## config.mk

```make
export PLATFORM = sky130hd
export DESIGN_NAME = tick_gen_multi
export DESIGN_NICKNAME = d
export VERILOG_FILES = /design/src/rtl/tick_gen_pkg.sv /design/src/rtl/tick_gen_multi_chan.sv /design/src/rtl/tick_gen_multi.sv
export SDC_FILE = /design/constraint.sdc
export NUM_CORES = 1
export LEC_CHECK = 0
export CAP_MARGIN = 40
export CORE_ASPECT_RATIO = 0.75
export CORE_UTILIZATION = 40
export CTS_CLUSTER_DIAMETER = 200
export DETAILED_ROUTE_END_ITERATION = 6
export GPL_TIMING_DRIVEN = 0
export PLACE_DENSITY = 0.53
export SLEW_MARGIN = 20
export SYNTH_ARGS = -nofsm -noshare
export SYNTH_HDL_FRONTEND = slang
export SYNTH_SLANG_ARGS = --single-unit
```

## constraint.sdc

```tcl
create_clock -name clk -period 11 [get_ports clk]
set_input_delay 2.75 -clock clk [delete_from_list [all_inputs] [get_ports clk]]
set_output_delay 2.75 -clock clk [all_outputs]
set_load 0.03 [all_outputs]
```

## src/rtl/tick_gen_pkg.sv

```systemverilog
// tick_gen_pkg
//   Shared constants and helpers for the multi-channel tick generator.
//   - CLK_HZ / *_DIV : default divisors for a 50 MHz system clock
//                      (1 ms, 10 ms, 100 ms and 1 s periods).
//   - idx_w()        : width of a channel index, never less than 1 bit.
package tick_gen_pkg;

  localparam int CLK_HZ = 50_000_000;
  localparam int MS_DIV = 50_000;
  localparam int CS_DIV = 500_000;
  localparam int DS_DIV = 5_000_000;
  localparam int S_DIV  = 50_000_000;

  // A single channel still needs a 1-bit select port.
  function automatic int idx_w(input int n);
    return (n > 1) ? $clog2(n) : 1;
  endfunction

endpackage

```

## src/rtl/tick_gen_multi_chan.sv

```systemverilog
// tick_chan
//   One divider channel: divisor register, event counter, wrap detect,
//   registered single-cycle tick and 50 % square output.
//   Ports:
//     clk, rst  : clock, synchronous active-high reset
//     ev        : count event for this cycle (already gated by enables/chain)
//     load      : write load_div into the divisor and restart the count
//     load_div  : new divisor (0 stops the channel)
//     sync      : clear counter, tick and sq
//     wrap      : combinational, high when this event completes a period
//     tick, sq  : registered outputs
module tick_chan #(
  parameter int                 CNT_W   = 26,
  parameter logic [CNT_W-1:0]   DIV_RST = '0
) (
  input  logic             clk,
  input  logic             rst,
  input  logic             ev,
  input  logic             load,
  input  logic [CNT_W-1:0] load_div,
  input  logic             sync,
  output logic             wrap,
  output logic             tick,
  output logic             sq
);

  logic [CNT_W-1:0] cnt_reg;
  logic [CNT_W-1:0] div_reg;
  logic [CNT_W-1:0] div_m1;
  logic             div_nz;
  logic             tick_reg;
  logic             sq_reg;

  assign div_m1 = div_reg - CNT_W'(1);
  assign div_nz = (div_reg != '0);

  // Strict equality with D-1: a zero divisor can never match, and the
  // counter is always cleared when the divisor changes, so it can never
  // run past the limit.
  assign wrap = ev && div_nz && (cnt_reg == div_m1);

  always_ff @(posedge clk) begin
    if (rst) begin
      cnt_reg  <= '0;
      div_reg  <= DIV_RST;
      tick_reg <= 1'b0;
      sq_reg   <= 1'b0;
    end else begin
      // A load or sync in the same cycle as a wrap swallows that tick.
      tick_reg <= wrap && !load && !sync;

      if (load) begin
        div_reg <= load_div;
      end

      if (sync || load || wrap) begin
        cnt_reg <= '0;
      end else if (ev && div_nz) begin
        cnt_reg <= cnt_reg + CNT_W'(1);
      end

      if (sync) begin
        sq_reg <= 1'b0;
      end else if (wrap && !load) begin
        sq_reg <= ~sq_reg;
      end
    end
  end

  assign tick = tick_reg;
  assign sq   = sq_reg;

endmodule

```

## src/rtl/tick_gen_multi.sv

```systemverilog
// tick_gen_multi
//   Multi-channel clock-enable generator. Each channel divides its count
//   events by a run-time programmable divisor and produces a one-cycle tick
//   and a square wave. A channel may be chained to count the wraps of the
//   channel below it; the upstream wrap is used in the same cycle so
//   aligned ticks of a chain assert together.
//   Ports:
//     clk, rst   : clock, synchronous active-high reset
//     en         : global count enable
//     ch_en      : per-channel count enable
//     chain      : per-channel chain select (registered; bit 0 has no effect)
//     load       : divisor write strobe for channel load_ch
//     load_ch    : target channel (out-of-range indices are ignored)
//     load_div   : new divisor
//     sync       : restart every channel phase-aligned
//     tick, sq   : registered per-channel outputs
module tick_gen_multi
  import tick_gen_pkg::*;
#(
  parameter int                      N_CH       = 4,
  parameter int                      CNT_W      = 26,
  parameter logic [N_CH*CNT_W-1:0]   DIV_INIT   = {CNT_W'(S_DIV), CNT_W'(DS_DIV),
                                                   CNT_W'(CS_DIV), CNT_W'(MS_DIV)},
  parameter logic [N_CH-1:0]         CHAIN_INIT = '0
) (
  input  logic                     clk,
  input  logic                     rst,
  input  logic                     en,
  input  logic [N_CH-1:0]          ch_en,
  input  logic [N_CH-1:0]          chain,
  input  logic                     load,
  input  logic [idx_w(N_CH)-1:0]   load_ch,
  input  logic [CNT_W-1:0]         load_div,
  input  logic                     sync,
  output logic [N_CH-1:0]          tick,
  output logic [N_CH-1:0]          sq
);

  localparam int IDX_W = idx_w(N_CH);

  logic [N_CH-1:0] chain_reg;
  logic [N_CH-1:0] wrap;
  logic [N_CH-1:0] wrap_up;
  logic [N_CH-1:0] ev;
  logic [N_CH-1:0] load_hit;
  logic            wrap_last_unused;

  always_ff @(posedge clk) begin
    if (rst) begin
      chain_reg <= CHAIN_INIT;
    end else begin
      chain_reg <= chain;
    end
  end

  // Channel 0 has nothing below it: its "upstream wrap" is a constant 1,
  // which makes its chain bit a no-op.
  generate
    if (N_CH > 1) begin : g_up
      assign wrap_up = {wrap[N_CH-2:0], 1'b1};
    end else begin : g_up_single
      assign wrap_up = 1'b1;
    end
  endgenerate

  // The top channel's wrap has no consumer.
  assign wrap_last_unused = wrap[N_CH-1];

  generate
    for (genvar gi = 0; gi < N_CH; gi++) begin : g_ch
      assign ev[gi]       = en && ch_en[gi] && (chain_reg[gi] ? wrap_up[gi] : 1'b1);
      assign load_hit[gi] = load && (load_ch == IDX_W'(gi));

      tick_chan #(
        .CNT_W   (CNT_W),
        .DIV_RST (DIV_INIT[gi*CNT_W +: CNT_W])
      ) u_chan (
        .clk      (clk),
        .rst      (rst),
        .ev       (ev[gi]),
        .load     (load_hit[gi]),
        .load_div (load_div),
        .sync     (sync),
        .wrap     (wrap[gi]),
        .tick     (tick[gi]),
        .sq       (sq[gi])
      );
    end
  endgenerate

endmodule

```

Word-level counts from Yosys, hierarchy flattened
Index checks and enable logic that the tools add are counted.

Register bits after elaboration: 220. Latch bits: 0. Bits in writable memories: 0. Bits in read-only memories: 0. Bits of input ports: 41. Output and inout bits: 8. Logic and storage cells: 89. Memories: 0.

Add/subtract/negate cells: 8. $mul: 0. Div/mod/pow operators: 0. Magnitude comparators: 0. Equal/unequal tests: 7. Shifts and indexed selects: 0. Multiplexer cells: 3. Bitwise gates (word level): 4. Reductions and logical operators: 50.

Operators with widths (number): $add A26 B1 Y26 const B (4); $eq A26 B26 Y1 (4); $reduce_bool A26 Y1 (4); $sub A26 B1 Y26 const B (4); $logic_and A1 B1 Y1 (27); $reduce_or A2 Y1 (5); $logic_or A1 B1 Y1 (8); $logic_not A1 Y1 (5); $eq A2 B2 Y1 const B (2); $not A1 Y1 (4); $mux W1 (3); $eq A2 B1 Y1 const B (1); $logic_not A2 Y1 (1).

Logic depth before layout (Yosys ltp)
Word-level depth: 17. Mapped depth: 17. Mapped depth without buffers: 13.

By module
From an unflattened synthesis, not the netlist that was laid out.

Cells, all modules: 1545. Area, all modules: 13419.1 sq um.

Modules (own cells, without submodules): tick_chan (g_ch[3].u_chan) (times used 1, cells each 372, area an instance 3374.5 sq um, sequential area each 1081.0 sq um); tick_chan (g_ch[0].u_chan) (times used 1, cells each 392, area an instance 3320.7 sq um, sequential area each 1081.0 sq um); tick_chan (g_ch[1].u_chan) (times used 1, cells each 388, area an instance 3311.9 sq um, sequential area each 1081.0 sq um); tick_chan (g_ch[2].u_chan) (times used 1, cells each 372, area an instance 3254.4 sq um, sequential area each 1081.0 sq um); tick_gen_multi (times used 1, cells each 21, area an instance 157.7 sq um, sequential area each 60.1 sq um).

Least setup slack after synthesis
Ideal clock, no wire load.

Path kind: input to register. Start: in ch_en[0]. End: reg g_ch[3].u_chan.cnt_reg[18]. Library setup time: 0.070 ns. Arrival time: 5.093 ns. Required time: 10.930 ns. Setup slack: 5.836 ns. Stages: 11. Path buffers: 1. Cells stage by stage: and2_1 > o31a_1 > o21a_1 > nand4_1 > or4_4 > o21ai_4 > and3_4 > o21ai_2 > buf_6 > or4_1 > a21oi_1.

Word-level cells in the longest chain between the ends: 17.

Ends and longest elaborated chain: start: declaration (line tick_gen_multi.sv:29) `input logic [N_CH-1:0] ch_en,`; $logic_and A1 B1 Y1 (*) (line tick_gen_multi.sv:71) `assign ev[gi] = en && ch_en[gi] && (chain_reg[gi] ? wrap_up[gi] : 1'b1);`; $logic_and A1 B1 Y1 (*) (2 in series) (line tick_gen_multi_chan.sv:40) `assign wrap = ev && div_nz && (cnt_reg == div_m1);`; $mux W1 (*) (line tick_gen_multi.sv:71); $logic_and A1 B1 Y1 (*) (line tick_gen_multi.sv:71); $logic_and A1 B1 Y1 (*) (2 in series) (line tick_gen_multi_chan.sv:40); $mux W1 (*) (line tick_gen_multi.sv:71); $logic_and A1 B1 Y1 (*) (line tick_gen_multi.sv:71); $logic_and A1 B1 Y1 (*) (2 in series) (line tick_gen_multi_chan.sv:40); $mux W1 (*) (line tick_gen_multi.sv:71); $logic_and A1 B1 Y1 (*) (line tick_gen_multi.sv:71); $logic_and A1 B1 Y1 (*) (line tick_gen_multi_chan.sv:40, tick_gen_multi_chan.sv:58); $logic_and A1 B1 Y1 (line tick_gen_multi_chan.sv:40); $logic_or A1 B1 Y1 (line tick_gen_multi_chan.sv:56) `if (sync || load || wrap) begin`; $reduce_or A2 Y1 (no source line); end signal: assignment (line tick_gen_multi_chan.sv:59) `cnt_reg <= cnt_reg + CNT_W'(1);`; end: declaration (line tick_gen_multi_chan.sv:27) `logic [CNT_W-1:0] cnt_reg;`.

Every way passes the cells marked *; elsewhere a longest branch is shown, timed or not. A chain may end at the register's enable or synchronous reset.

Final worst setup path
Start: in en. End: reg g_ch[1].u_chan.cnt_reg[0].

Word-level cells in the longest chain between the ends: 9. Elaborated cells on any way between the ends: 10. Classes of those cells: 1 x mux; 9 x reduce/logical.

Ends and longest elaborated chain: start: declaration (line tick_gen_multi.sv:28) `input logic en,`; $logic_and A1 B1 Y1 (line tick_gen_multi.sv:71); $logic_and A1 B1 Y1 (2 in series) (line tick_gen_multi_chan.sv:40); $mux W1 (line tick_gen_multi.sv:71); $logic_and A1 B1 Y1 (*) (line tick_gen_multi.sv:71); $logic_and A1 B1 Y1 (*) (line tick_gen_multi_chan.sv:40, tick_gen_multi_chan.sv:58); $logic_and A1 B1 Y1 (line tick_gen_multi_chan.sv:40); $logic_or A1 B1 Y1 (line tick_gen_multi_chan.sv:56); $reduce_or A2 Y1 (no source line); end signal: assignment (line tick_gen_multi_chan.sv:59); end: declaration (line tick_gen_multi_chan.sv:27).

Marked as above.

==> results_dict.tcl <==
set metrics [dict create \
    drc 0 \
    ys_ff_latch 219 \
    cp.arrival_ns 6.62 \
    crit_end "g_ch[1].u_chan.cnt_reg[0]$_SDFFE_PP0P_" \
    numCtsBuffers 25 \
    post_cts_buffers 0 \
    dp_hpwl_mm 30.5 \
    place_congestion 0.869 \
    grt_max_degree 14 \
    status "finished, final reports clean" \
    wl_mm 40.2 \
    post_cts_resized 0 \
    intPower_mw 1.40 \
    vias 12300 \
    ant_nets 0 \
    hold_viol_final 0 \
    maxCapViolations 0 \
    die-area_sq_um 33400 \
    diodes 0 \
    grt_pass1_wl_mm 63.5 \
    finClkSkew_ns 0.0101 \
    p_leak_nw 4.85 \
    routedWlPerCell_um 18.1 \
    p_per_area_nw_per_um2 127 \
    path_buf_inv 2 \
    critical_path_class "in2reg" \
    synth_ff_type "dfxtp_1" \
    synth-edff-count 0 \
    drt_iter0_drc 978 \
    slew_viol_final 0 \
    drive_above_1_share 0.0575 \
    critPathMaxFanout 10 \
    synth_warnings 0 \
    critPathLaunchType "primary input" \
    crit_required_ns 11.42 \
    drt_first_pass_iters 5 \
    finalSetupTns_ns 0 \
    r2r_start "g_ch[1].u_chan.div_reg[0]$_SDFFE_PP0P_" \
    clock_latency_ns 0.54 \
    worstPathCellList "clkdlybuf4s50_1 > and2_1 > o31a_1 > o21a_1 > nand4_1 > or4_4 > o21a_1 > or3_1 > nand3_1 > buf_2 > nor2_1" \
    grt_pass1_vias 11100 \
    core_region_area_sq_um 31700 \
    power.switching_mw 0.495 \
    timing.fmax_mhz 162 \
    ir_worst_vdd_v 0.0000965 \
    rsz0062_at_grt "false" \
    sw_frac_of_total 0.261 \
    slew_headroom 0.461 \
    cp.depth 11 \
    avgSynthCellArea_sq_um 7.68 \
    p_seq_frac 0.439 \
    routed_via_density 5.53 \
    fin_crit_sh 0.563 \
    synthCells 1701 \
    p_total_mw 1.89 \
    cpLargestDelayFamily "simple AND/OR/NAND/NOR gates" \
    grt-ovfl-total 0 \
    slowest_delay_ns 0.75 \
    cp-end-kind "flip-flop" \
    fin_crit_ns 6.19 \
    io_pins 49 \
    worst_pin_slew_ns 0.801 \
    clk_pin_slew_ns 0.06 \
    cpMaxStageDelayCell "clkdlybuf4s50_1" \
    cts_sinks 219 \
    fp.dieH_um 158 \
    postSynth.asyncResetShare 0 \
    cts_tree "built" \
    reg2reg_slack_ns 6.00 \
    cp_common_cell "o21a_1" \
    cts_htree_levels 1 \
    worst-r2r-cell-count 15 \
    postCtsHoldBufs 0 \
    yosysUniqueCellTypes 84 \
    area_delta_synth_final_pct 14.2 \
    hold_path.class "reg2reg" \
    ys_seq_area_frac 0.336 \
    pwr-share-comb 0.098 \
    p_clk_frac 0.464 \
    cts_root_buf "clkbuf_16" \
    antenna_found_initial 0 \
    synth_nets 1754 \
    grt_use_total 0.243 \
    port_buffers 45 \
    final-setup-viol-count 0 \
    die_w_um 211 \
    rows 56 \
    clockBufferDepth 3 \
    rr_endpoint "g_ch[3].u_chan.cnt_reg[22]$_SDFFE_PP0P_" \
    crit_start "en" \
    netlist_area_sq_um 13100 \
    nNetsFinal 1827 \
    initial_core_util 0.412 \
]
[cell usage after synthesis, types with 14 or more instances]
| cell type | number | area share |
|---|---|---|
| nor2b_1 | 15 | 0.0072 |
| xor2_1 | 70 | 0.047 |
| nand2_1 | 281 | 0.081 |
| nor3_1 | 50 | 0.019 |
| xnor2_1 | 103 | 0.069 |
| nand4_1 | 39 | 0.019 |
| o21ai_0 | 55 | 0.021 |
| a31oi_1 | 14 | 0.0067 |
| and3_1 | 27 | 0.013 |
| or4_1 | 27 | 0.016 |
| nor4_1 | 30 | 0.014 |
| o31ai_1 | 20 | 0.011 |
| dfxtp_1 | 219 | 0.34 |
| or3_1 | 43 | 0.021 |
| nand3_1 | 59 | 0.023 |
| inv_1 | 35 | 0.010 |
| nor2_1 | 132 | 0.038 |
| clkbuf_1 | 80 | 0.023 |
| nand3b_1 | 40 | 0.023 |
| a21oi_1 | 138 | 0.053 |
[kinds of logic (layout without fill, tap and decap cells)]
| logic type | count (synthesis) | in the layout | share of synthesized area |
|---|---|---|---|
| simple gates | 851 | 851 | 0.345 |
| fa+ha+maj | 12 | 12 | 0.0115 |
| flops | 219 | 219 | 0.336 |
| xor+xnor | 173 | 173 | 0.116 |
| compound gates | 300 | 300 | 0.140 |
| mux | 11 | 11 | 0.00862 |
| buf+inv | 135 | 226 | 0.0429 |
[metal layers]
layer	GRT usage	up-vias	wire [um]
li1	-	6166	-
met1	0.374	5784	21000
met2	0.358	315	16100
met3	0.0284	58	2230
met4	0.0490	0	838
met5	0	-	0
[cell type report]
type / count / area (sq um)
clock inverters: 13 / 156
flip-flops and latches: 219 / 4380
clock buffers: 32 / 702
plain buffers: 100 / 429
repair buffers: 46 / 454
fillers: 3228 / 16800
inverters: 35 / 131
multi-input cells: 1347 / 8120
well taps: 435 / 544
[worst min-delay path by stage]
stage / end / from / cells after the start / slack [ns]
final: g_ch[1].u_chan.div_reg[19]$_SDFFE_PP0P_ / g_ch[1].u_chan.div_reg[19]$_SDFFE_PP0P_ / 2 / 0.50
after global routing: g_ch[3].u_chan.div_reg[10]$_SDFFE_PP0P_ / g_ch[3].u_chan.div_reg[10]$_SDFFE_PP0P_ / 2 / 0.53
after CTS: g_ch[1].u_chan.div_reg[19]$_SDFFE_PP0P_ / g_ch[1].u_chan.div_reg[19]$_SDFFE_PP0P_ / 2 / 0.50
after detailed placement: g_ch[1].u_chan.div_reg[19]$_SDFFE_PP0P_ / g_ch[1].u_chan.div_reg[19]$_SDFFE_PP0P_ / 2 / 0.49
after global placement: g_ch[3].u_chan.sq$_SDFFE_PP0P_ / g_ch[3].u_chan.sq$_SDFFE_PP0P_ / 2 / 0.48
after floorplan: g_ch[2].u_chan.div_reg[25]$_SDFFE_PP0P_ / g_ch[2].u_chan.div_reg[25]$_SDFFE_PP0P_ / 2 / 0.46
[power groups by stage]
stage	combinational, mW	sequential (mW)	clock [mW]
after floorplan	0.118	0.840	0
after global placement	0.181	0.847	0
after detailed placement	0.182	0.848	0
after CTS	0.183	0.830	0.896
after global routing	0.203	0.832	0.928
final	0.185	0.830	0.878
[metrics by stage]
step	instance area, sq um	cells	setup slack (ns)	hold slack [ns]	util
2_1_floorplan	13100	1701	5.84	0.456	-
3_3_place_gp	14100	2181	4.24	0.476	0.444
3_5_place_dp	14100	2182	4.24	0.490	0.444
4_1_cts	14900	2227	4.81	0.498	0.471
5_1_grt	14900	2227	4.61	0.525	0.471
6_report	14900	2227	4.81	0.497	0.471
[worst register-to-register path, stage by stage (launching register included)]
cell       delay [ns]
dfxtp_1          0.38
inv_1            0.11
ha_1             0.25
nor3b_2          0.59
nand3_1          0.14
a2111oi_0        0.48
or4bb_1          0.43
nor4b_1          0.40
nand4b_1         0.32
nor4_1           0.55
and3_4           0.31
o21ai_2          0.09
buf_6            0.18
clkbuf_1         0.25
o31ai_1          0.30
a21oi_1          0.10
[placed cells by master (no fill, tap or decap), types with 5 or more instances in the layout]
cell	synthesis	layout
a211o_1	5	5
a21oi_1	138	138
a31oi_1	14	14
and2_1	12	12
and3_1	27	27
and4_1	11	11
buf_2	6	6
buf_4	8	8
clkbuf_1	80	82
clkbuf_16	0	25
clkbuf_8	0	5
clkdlybuf4s50_1	0	45
clkinvlp_4	0	5
dfxtp_1	219	219
ha_1	12	12
inv_1	35	35
mux2i_1	9	9
nand2_1	281	281
nand2b_1	10	10
nand3_1	59	59
nand3b_1	40	40
nand4_1	39	39
nand4b_1	9	9
nor2_1	132	132
nor2b_1	15	15
nor3_1	50	50
nor3b_1	12	12
nor4_1	30	30
nor4_2	5	5
nor4b_1	11	11
o211ai_1	9	9
o21ai_0	55	55
o31a_1	6	6
o31ai_1	20	20
or2_2	10	10
or3_1	43	43
or4_1	27	27
xnor2_1	103	103
xor2_1	70	70
No activity file was read; power rests on OpenSTA's default activity.
